`src/rtl/mbinit_sb_arbiter.sv`:
```
// mbinit_sb_arbiter
//   Shares the single sideband TX path between the six MBINIT substate engines
//   (0=PARAM, 1=CAL, 2=REPAIRCLK, 3=REPAIRVAL, 4=REVERSALMB, 5=REPAIRMB).
//   Requests are served round-robin, one message at a time; after the message is
//   accepted by the sideband TX the arbiter waits for the partner response and
//   flags a timeout if none arrives within TIMEOUT_CYC cycles.
//
// Ports
//   CLK, rst          clock, synchronous active-high reset
//   i_flush           abort current transaction (MBINIT exit), keeps ptr/timeout_src
//   i_req             per-requester level request, held until grant
//   i_msg_id/_data    flattened per-requester message ID / payload
//   o_grant           one-hot pulse: message of requester i was sent
//   o_sb_valid/_msg_id/_data/_src   sideband TX message and its requester
//   i_sb_ready        sideband TX handshake
//   i_sb_rsp_valid    partner response for the in-flight message
//   o_rsp_done        one-hot pulse: response arrived for requester i
//   o_timeout/_src    timeout pulse and requester index (index held)
//   o_busy            arbiter not idle
//
// state    | meaning
// IDLE     | no message latched; picks next requester round-robin
// SEND     | message presented on sideband TX, waiting for i_sb_ready
// WAIT_RSP | message sent, counting cycles until partner response

module mbinit_sb_arbiter #(
  parameter int N_REQ       = 6,
  parameter int MSG_W       = 8,
  parameter int DATA_W      = 16,
  parameter int TIMEOUT_CYC = 800000,
  parameter int CNT_W       = 20
) (
  input  logic                      CLK,
  input  logic                      rst,
  input  logic                      i_flush,
  input  logic [N_REQ-1:0]          i_req,
  input  logic [N_REQ*MSG_W-1:0]    i_msg_id,
  input  logic [N_REQ*DATA_W-1:0]   i_msg_data,
  output logic [N_REQ-1:0]          o_grant,
  output logic                      o_sb_valid,
  output logic [MSG_W-1:0]          o_sb_msg_id,
  output logic [DATA_W-1:0]         o_sb_data,
  output logic [2:0]                o_sb_src,
  input  logic                      i_sb_ready,
  input  logic                      i_sb_rsp_valid,
  output logic [N_REQ-1:0]          o_rsp_done,
  output logic                      o_timeout,
  output logic [2:0]                o_timeout_src,
  output logic                      o_busy
);

  localparam logic [1:0] IDLE     = 2'd0;
  localparam logic [1:0] SEND     = 2'd1;
  localparam logic [1:0] WAIT_RSP = 2'd2;

  localparam logic [2:0]       LAST_IDX = 3'(N_REQ - 1);
  localparam logic [CNT_W-1:0] CNT_TC   = CNT_W'(TIMEOUT_CYC - 1);
  localparam logic [N_REQ-1:0] ONE_HOT0 = N_REQ'(1);

  logic [1:0]       state;
  logic [2:0]       ptr;
  logic [CNT_W-1:0] cnt;

  logic             pick_found;
  logic [2:0]       pick_idx;
  logic [N_REQ-1:0] src_onehot;

  // First requester at or after ptr, wrapping modulo N_REQ.
  always_comb begin
    int unsigned idx;
    pick_found = 1'b0;
    pick_idx   = 3'd0;
    idx        = 0;
    for (int k = 0; k < N_REQ; k++) begin
      idx = int'(ptr) + k;
      if (idx >= N_REQ) idx = idx - N_REQ;
      if (!pick_found && i_req[idx]) begin
        pick_found = 1'b1;
        pick_idx   = idx[2:0];
      end
    end
  end

  assign src_onehot = ONE_HOT0 << o_sb_src;

  always_ff @(posedge CLK) begin
    if (rst) begin
      state         <= IDLE;
      ptr           <= 3'd0;
      cnt           <= '0;
      o_grant       <= '0;
      o_sb_valid    <= 1'b0;
      o_sb_msg_id   <= '0;
      o_sb_data     <= '0;
      o_sb_src      <= 3'd0;
      o_rsp_done    <= '0;
      o_timeout     <= 1'b0;
      o_timeout_src <= 3'd0;
      o_busy        <= 1'b0;
    end else begin
      o_grant    <= '0;
      o_rsp_done <= '0;
      o_timeout  <= 1'b0;
      if (i_flush) begin
        // Abort wins over any handshake/response/timeout in the same cycle.
        state      <= IDLE;
        o_sb_valid <= 1'b0;
        cnt        <= '0;
        o_busy     <= 1'b0;
      end else begin
        case (state)
          IDLE: begin
            if (pick_found) begin
              o_sb_msg_id <= i_msg_id[pick_idx*MSG_W +: MSG_W];
              o_sb_data   <= i_msg_data[pick_idx*DATA_W +: DATA_W];
              o_sb_src    <= pick_idx;
              o_sb_valid  <= 1'b1;
              o_busy      <= 1'b1;
              state       <= SEND;
            end
          end
          SEND: begin
            // The latched message goes out even if the request was dropped.
            if (i_sb_ready) begin
              o_sb_valid <= 1'b0;
              o_grant    <= src_onehot;
              ptr        <= (o_sb_src == LAST_IDX) ? 3'd0 : o_sb_src + 3'd1;
              cnt        <= '0;
              state      <= WAIT_RSP;
            end
          end
          WAIT_RSP: begin
            cnt <= cnt + CNT_W'(1);
            if (i_sb_rsp_valid) begin
              o_rsp_done <= src_onehot;
              o_busy     <= 1'b0;
              state      <= IDLE;
            end else if (cnt == CNT_TC) begin
              o_timeout     <= 1'b1;
              o_timeout_src <= o_sb_src;
              o_busy        <= 1'b0;
              state         <= IDLE;
            end
          end
          default: begin
            state      <= IDLE;
            o_sb_valid <= 1'b0;
            o_busy     <= 1'b0;
          end
        endcase
      end
    end
  end

endmodule

```
`config.mk`:
```
export PLATFORM = sky130hd
export DESIGN_NAME = mbinit_sb_arbiter
export DESIGN_NICKNAME = d
export VERILOG_FILES = /design/src/rtl/mbinit_sb_arbiter.sv
export SDC_FILE = /design/constraint.sdc
export NUM_CORES = 1
export LEC_CHECK = 0
export BUFFER_PORTS_ARGS = -buffer_cell sky130_fd_sc_hd__clkbuf_2
export CAP_MARGIN = 20
export CORE_MARGIN = 2
export CORE_UTILIZATION = 49
export CTS_CLUSTER_DIAMETER = 100
export DETAILED_ROUTE_END_ITERATION = 8
export PLACE_DENSITY = 0.87
export SLEW_MARGIN = 40
export SYNTH_ARGS = -nofsm -noshare
export SYNTH_HDL_FRONTEND = slang
export SYNTH_SLANG_ARGS = --single-unit
```
`constraint.sdc`:
```
create_clock -name CLK -period 5.14 [get_ports CLK]
set_clock_uncertainty 0.2 [all_clocks]
set_input_delay 0.257 -clock CLK [delete_from_list [all_inputs] [get_ports CLK]]
set_output_delay 0.257 -clock CLK [all_outputs]
set_load 0.005 [all_outputs]
```
==> metrics.md <==
| Metric | Value |
|---|---|
| TritonCTS Sinks | 70 |
| RSZ-0062 raised after global routing | no |
| Vias per cell | 6.67 |
| Max-slew headroom | 49.6% |
| DIE HEIGHT | 123 um |
| Cts hold-fix bufs | 0 |
| Final slew viol count | 0 |
| CTS tree | done |
| Synth Area per Inst | 6.91 um2 |
| Peak supply drop | 0.277 mV |
| FF+latch count, synth | 70 |
| Placed wire-length estimate | 17600 um |
| Number of flops mapped to enable cells by yosys | 0 |
| Post-CTS Repair Setup Buffers | 0 |
| Port Buf Inserts | 199 |
| Synth unique cells | 80 |
| TritonCTS Buffers | 9 |
| Endpoint class of the critical path | register |
| CP required | 5.16 ns |
| Clock latency on the worst-skew pair | 0.36 ns |
| WL per Instance | 19.3 um |
| Drt first-iter violations | 1376 |
| Post-synth top area cell | dfxtp_1 |
| Share of flip-flops with an asynchronous set or reset | 0% |
| Min-Delay Path Depth | 3 |
| Final ANT Viol Nets | 0 |
| Grt met2 use | 47.5% |
| Final WL | 25400 um |
| Vias in the first global route | 7517 |
| Setup_tns | 0 ns |
| GPL Wtd Cong | 0.936 |
| Setup violators final | 0 |
| Cell count after placement | 1300 |
| Clock root cell | clkbuf_16 |
| Commonest non-fill, non-tap cell in the layout | clkbuf_2 |
| First-pass GRT wire length | 38400 um |
| Post-Syn Instances | 1006 |
| Worst reg-to-reg setup slack | 0.33 ns |
| CTS Buffer Depth | 2 |
| Length of the first detailed-routing pass in iterations | 6 |
| Max Cap Violations | 0 |
| Core Box Area | 0.0139 mm2 |
| Critical-path maximum fanout | 71 |
| Worst Reg-to-Reg Cells | 15 |
| Vias | 8791 |
| Total gr overflow | 0 |
| Outcome | completed |
| Fin crit share | 93.5% |
| Met1 usage | 42.1% |
| Grt peak-use layer | met2 |
| Syn Nets | 1176 |
| Peak Freq | 208 MHz |
| Drc violations | 0 |
| Main area contributors after synthesis | dfxtp_1 (20%), nor3_1 (7.4%), a211oi_1 (6.5%) |
| Area grow syn2layout | 19.1% |
| Pleak | 3.35 nW |
| H-tree levels | 3 |
| Hold Path Origin | i_sb_ready |
| Gr usage total | 32.0% |
| Worst Setup Path Type | register to register |
| Overall die width | 123 um |
| RR Endpoint | o_sb_data[13]$_SDFFE_PP0P_ |
| Share of layout cells above drive strength 1 | 23.9% |
| Final Hold Fails | 0 |
| Largest net degree at the start of global routing | 259 |
| Worst path arrival time | 4.82 ns |
| HP Class | input pin to register |
| Measured slew at the worst slew-check pin | 0.756 ns |
| Main synth FF type | dfxtp_1 |
| Post-Syn Area | 0.00695 mm2 |
| Most frequent cells in the layout | clkbuf_2 (199), nor3_1 (103), nor2_1 (97), a21oi_1 (71) |
| Top Ports | 200 |
| Reg-to-Reg Start | ptr[1]$_SDFFE_PP0P_ |
| Tmin final | 4.81 ns |
| Post-layout nets | 1303 |
| Startpoint Class | register |
| Syn. warnings | 0 |
| Register area share after synthesis | 20.2% |
| Initial antenna violation count | 2 |
| Grt met3 use | 9.78% |
| Rows | 43 |
| CTS clk-pin slew, worst paths | 0.07 ns |
| Initial core utilization | 50.1% |
| Power per standard cell area | 234 mW/mm2 |
| Hold endpoint | state[0]$_SDFFE_PP0P_ |
| Die area | 0.0152 mm2 |
| Final antenna diode count | 0 |
| Synth top area share | 20.2% |
| Final Instance Count excl. Fillers | 1318 |
-- layer usage --
| layer | vias up | wire length [um] | share of wire [%] |
|---|---|---|---|
| li1 | 4055 | - | - |
| met1 | 3958 | 9740 | 38 |
| met2 | 658 | 11000 | 43 |
| met3 | 116 | 3380 | 13 |
| met4 | 4 | 1310 | 5.1 |
| met5 | - | 24 | 0.094 |
-- worst max-delay path, cell delays in order, from the launching register on --
cell and delay (ns):
dfxtp_1 0.52, inv_1 0.27, ha_2 0.54, inv_1 0.11
ha_1 0.21, a2111oi_2 0.37, o22ai_1 0.17, and2_1 0.19
a221oi_2 0.30, and4_2 0.33, clkbuf_8 0.46, and2_1 0.26
a2bb2oi_2 0.13, buf_4 0.31, o211a_1 0.22, o41ai_2 0.06
-- metrics by stage --
stage          instance area (um2)  power, mW  util, %  setup WS, ns  hold slack (ns)
6_report                      8280       1.94     59.6         0.334           0.0100
5_1_grt                       8280       2.02     59.6        0.0514           0.0185
4_1_cts                       8230       1.91     59.3         0.159           0.0142
3_5_place_dp                  7930       1.27     57.1         0.183            0.260
3_3_place_gp                  7930       1.26     57.1         0.352            0.252
2_1_floorplan                 6950       1.03        -         0.705            0.234
-- worst max path at each step --
stage / slack, ns / startpoint / to
floorplan: 0.71 / ptr[0]$_SDFFE_PP0P_ / o_sb_msg_id[3]$_SDFFE_PP0P_
global placement: 0.35 / ptr[1]$_SDFFE_PP0P_ / o_sb_data[13]$_SDFFE_PP0P_
detailed placement: 0.18 / ptr[1]$_SDFFE_PP0P_ / o_sb_data[13]$_SDFFE_PP0P_
CTS: 0.16 / ptr[1]$_SDFFE_PP0P_ / o_sb_data[13]$_SDFFE_PP0P_
global route: 0.05 / ptr[1]$_SDFFE_PP0P_ / o_sb_msg_id[1]$_SDFFE_PP0P_
finish: 0.33 / ptr[1]$_SDFFE_PP0P_ / o_sb_data[13]$_SDFFE_PP0P_
-- state kept, by name, summed over array words and instances (netlist names) --
register and flops:
o_busy 1, o_sb_valid 1, ptr 3, cnt 20, o_sb_src 3, o_rsp_done 6, o_sb_data 16, o_sb_msg_id 8
state 2, o_timeout 1, o_grant 6, o_timeout_src 3
-- power by group --
| part | total, mW | internal [mW] | switching [mW] |
|---|---|---|---|
| logic | 0.673 | 0.251 | 0.421 |
| clock network | 0.650 | 0.379 | 0.271 |
| registers | 0.615 | 0.580 | 0.0351 |
| total | 1.94 | 1.21 | 0.727 |
-- Yosys cell counts, types with 14 or more instances --
cell	instances
a211oi_1	60
a21oi_1	71
a31oi_1	58
buf_2	23
clkbuf_1	67
dfxtp_1	70
ha_1	15
inv_1	69
nand2_1	40
nand3_1	19
nand3b_1	27
nand4_1	25
nor2_1	98
nor3_1	103
o2111ai_1	46
o21ai_0	40
or3_1	14
-- kinds of logic (layout without fill, tap and decap cells) --
| logic type | after synthesis | after routing | share of synthesized area [%] |
|---|---|---|---|
| adder cells (fa/ha/maj) | 15 | 15 | 2.70 |
| multiplexers | 18 | 18 | 2.79 |
| AO/OA/AOI/OAI | 338 | 338 | 33.4 |
| AND/OR/NAND/NOR | 387 | 388 | 29.4 |
| flip-flops | 70 | 70 | 20.2 |
| buffers and inverters | 172 | 303 | 10.4 |
| XOR/XNOR | 6 | 6 | 1.13 |
-- final cells by class --
type | instances | area [um2]
Sequential cell | 70 | 1410
Clock buffer | 10 | 229
Multi-Input combinational cell | 765 | 4890
Fill cell | 1274 | 5600
Inverter | 70 | 263
Clock inverter | 6 | 71.3
Tap cell | 180 | 225
Timing Repair Buffer | 217 | 1190
-- repair_timing --
item                                    4_1_cts  5_1_grt
hold endpoints to repair                      0        0
endpoints found under the setup margin        0       25
resized for setup                             0        3
Power figures use the tool's default switching activity.
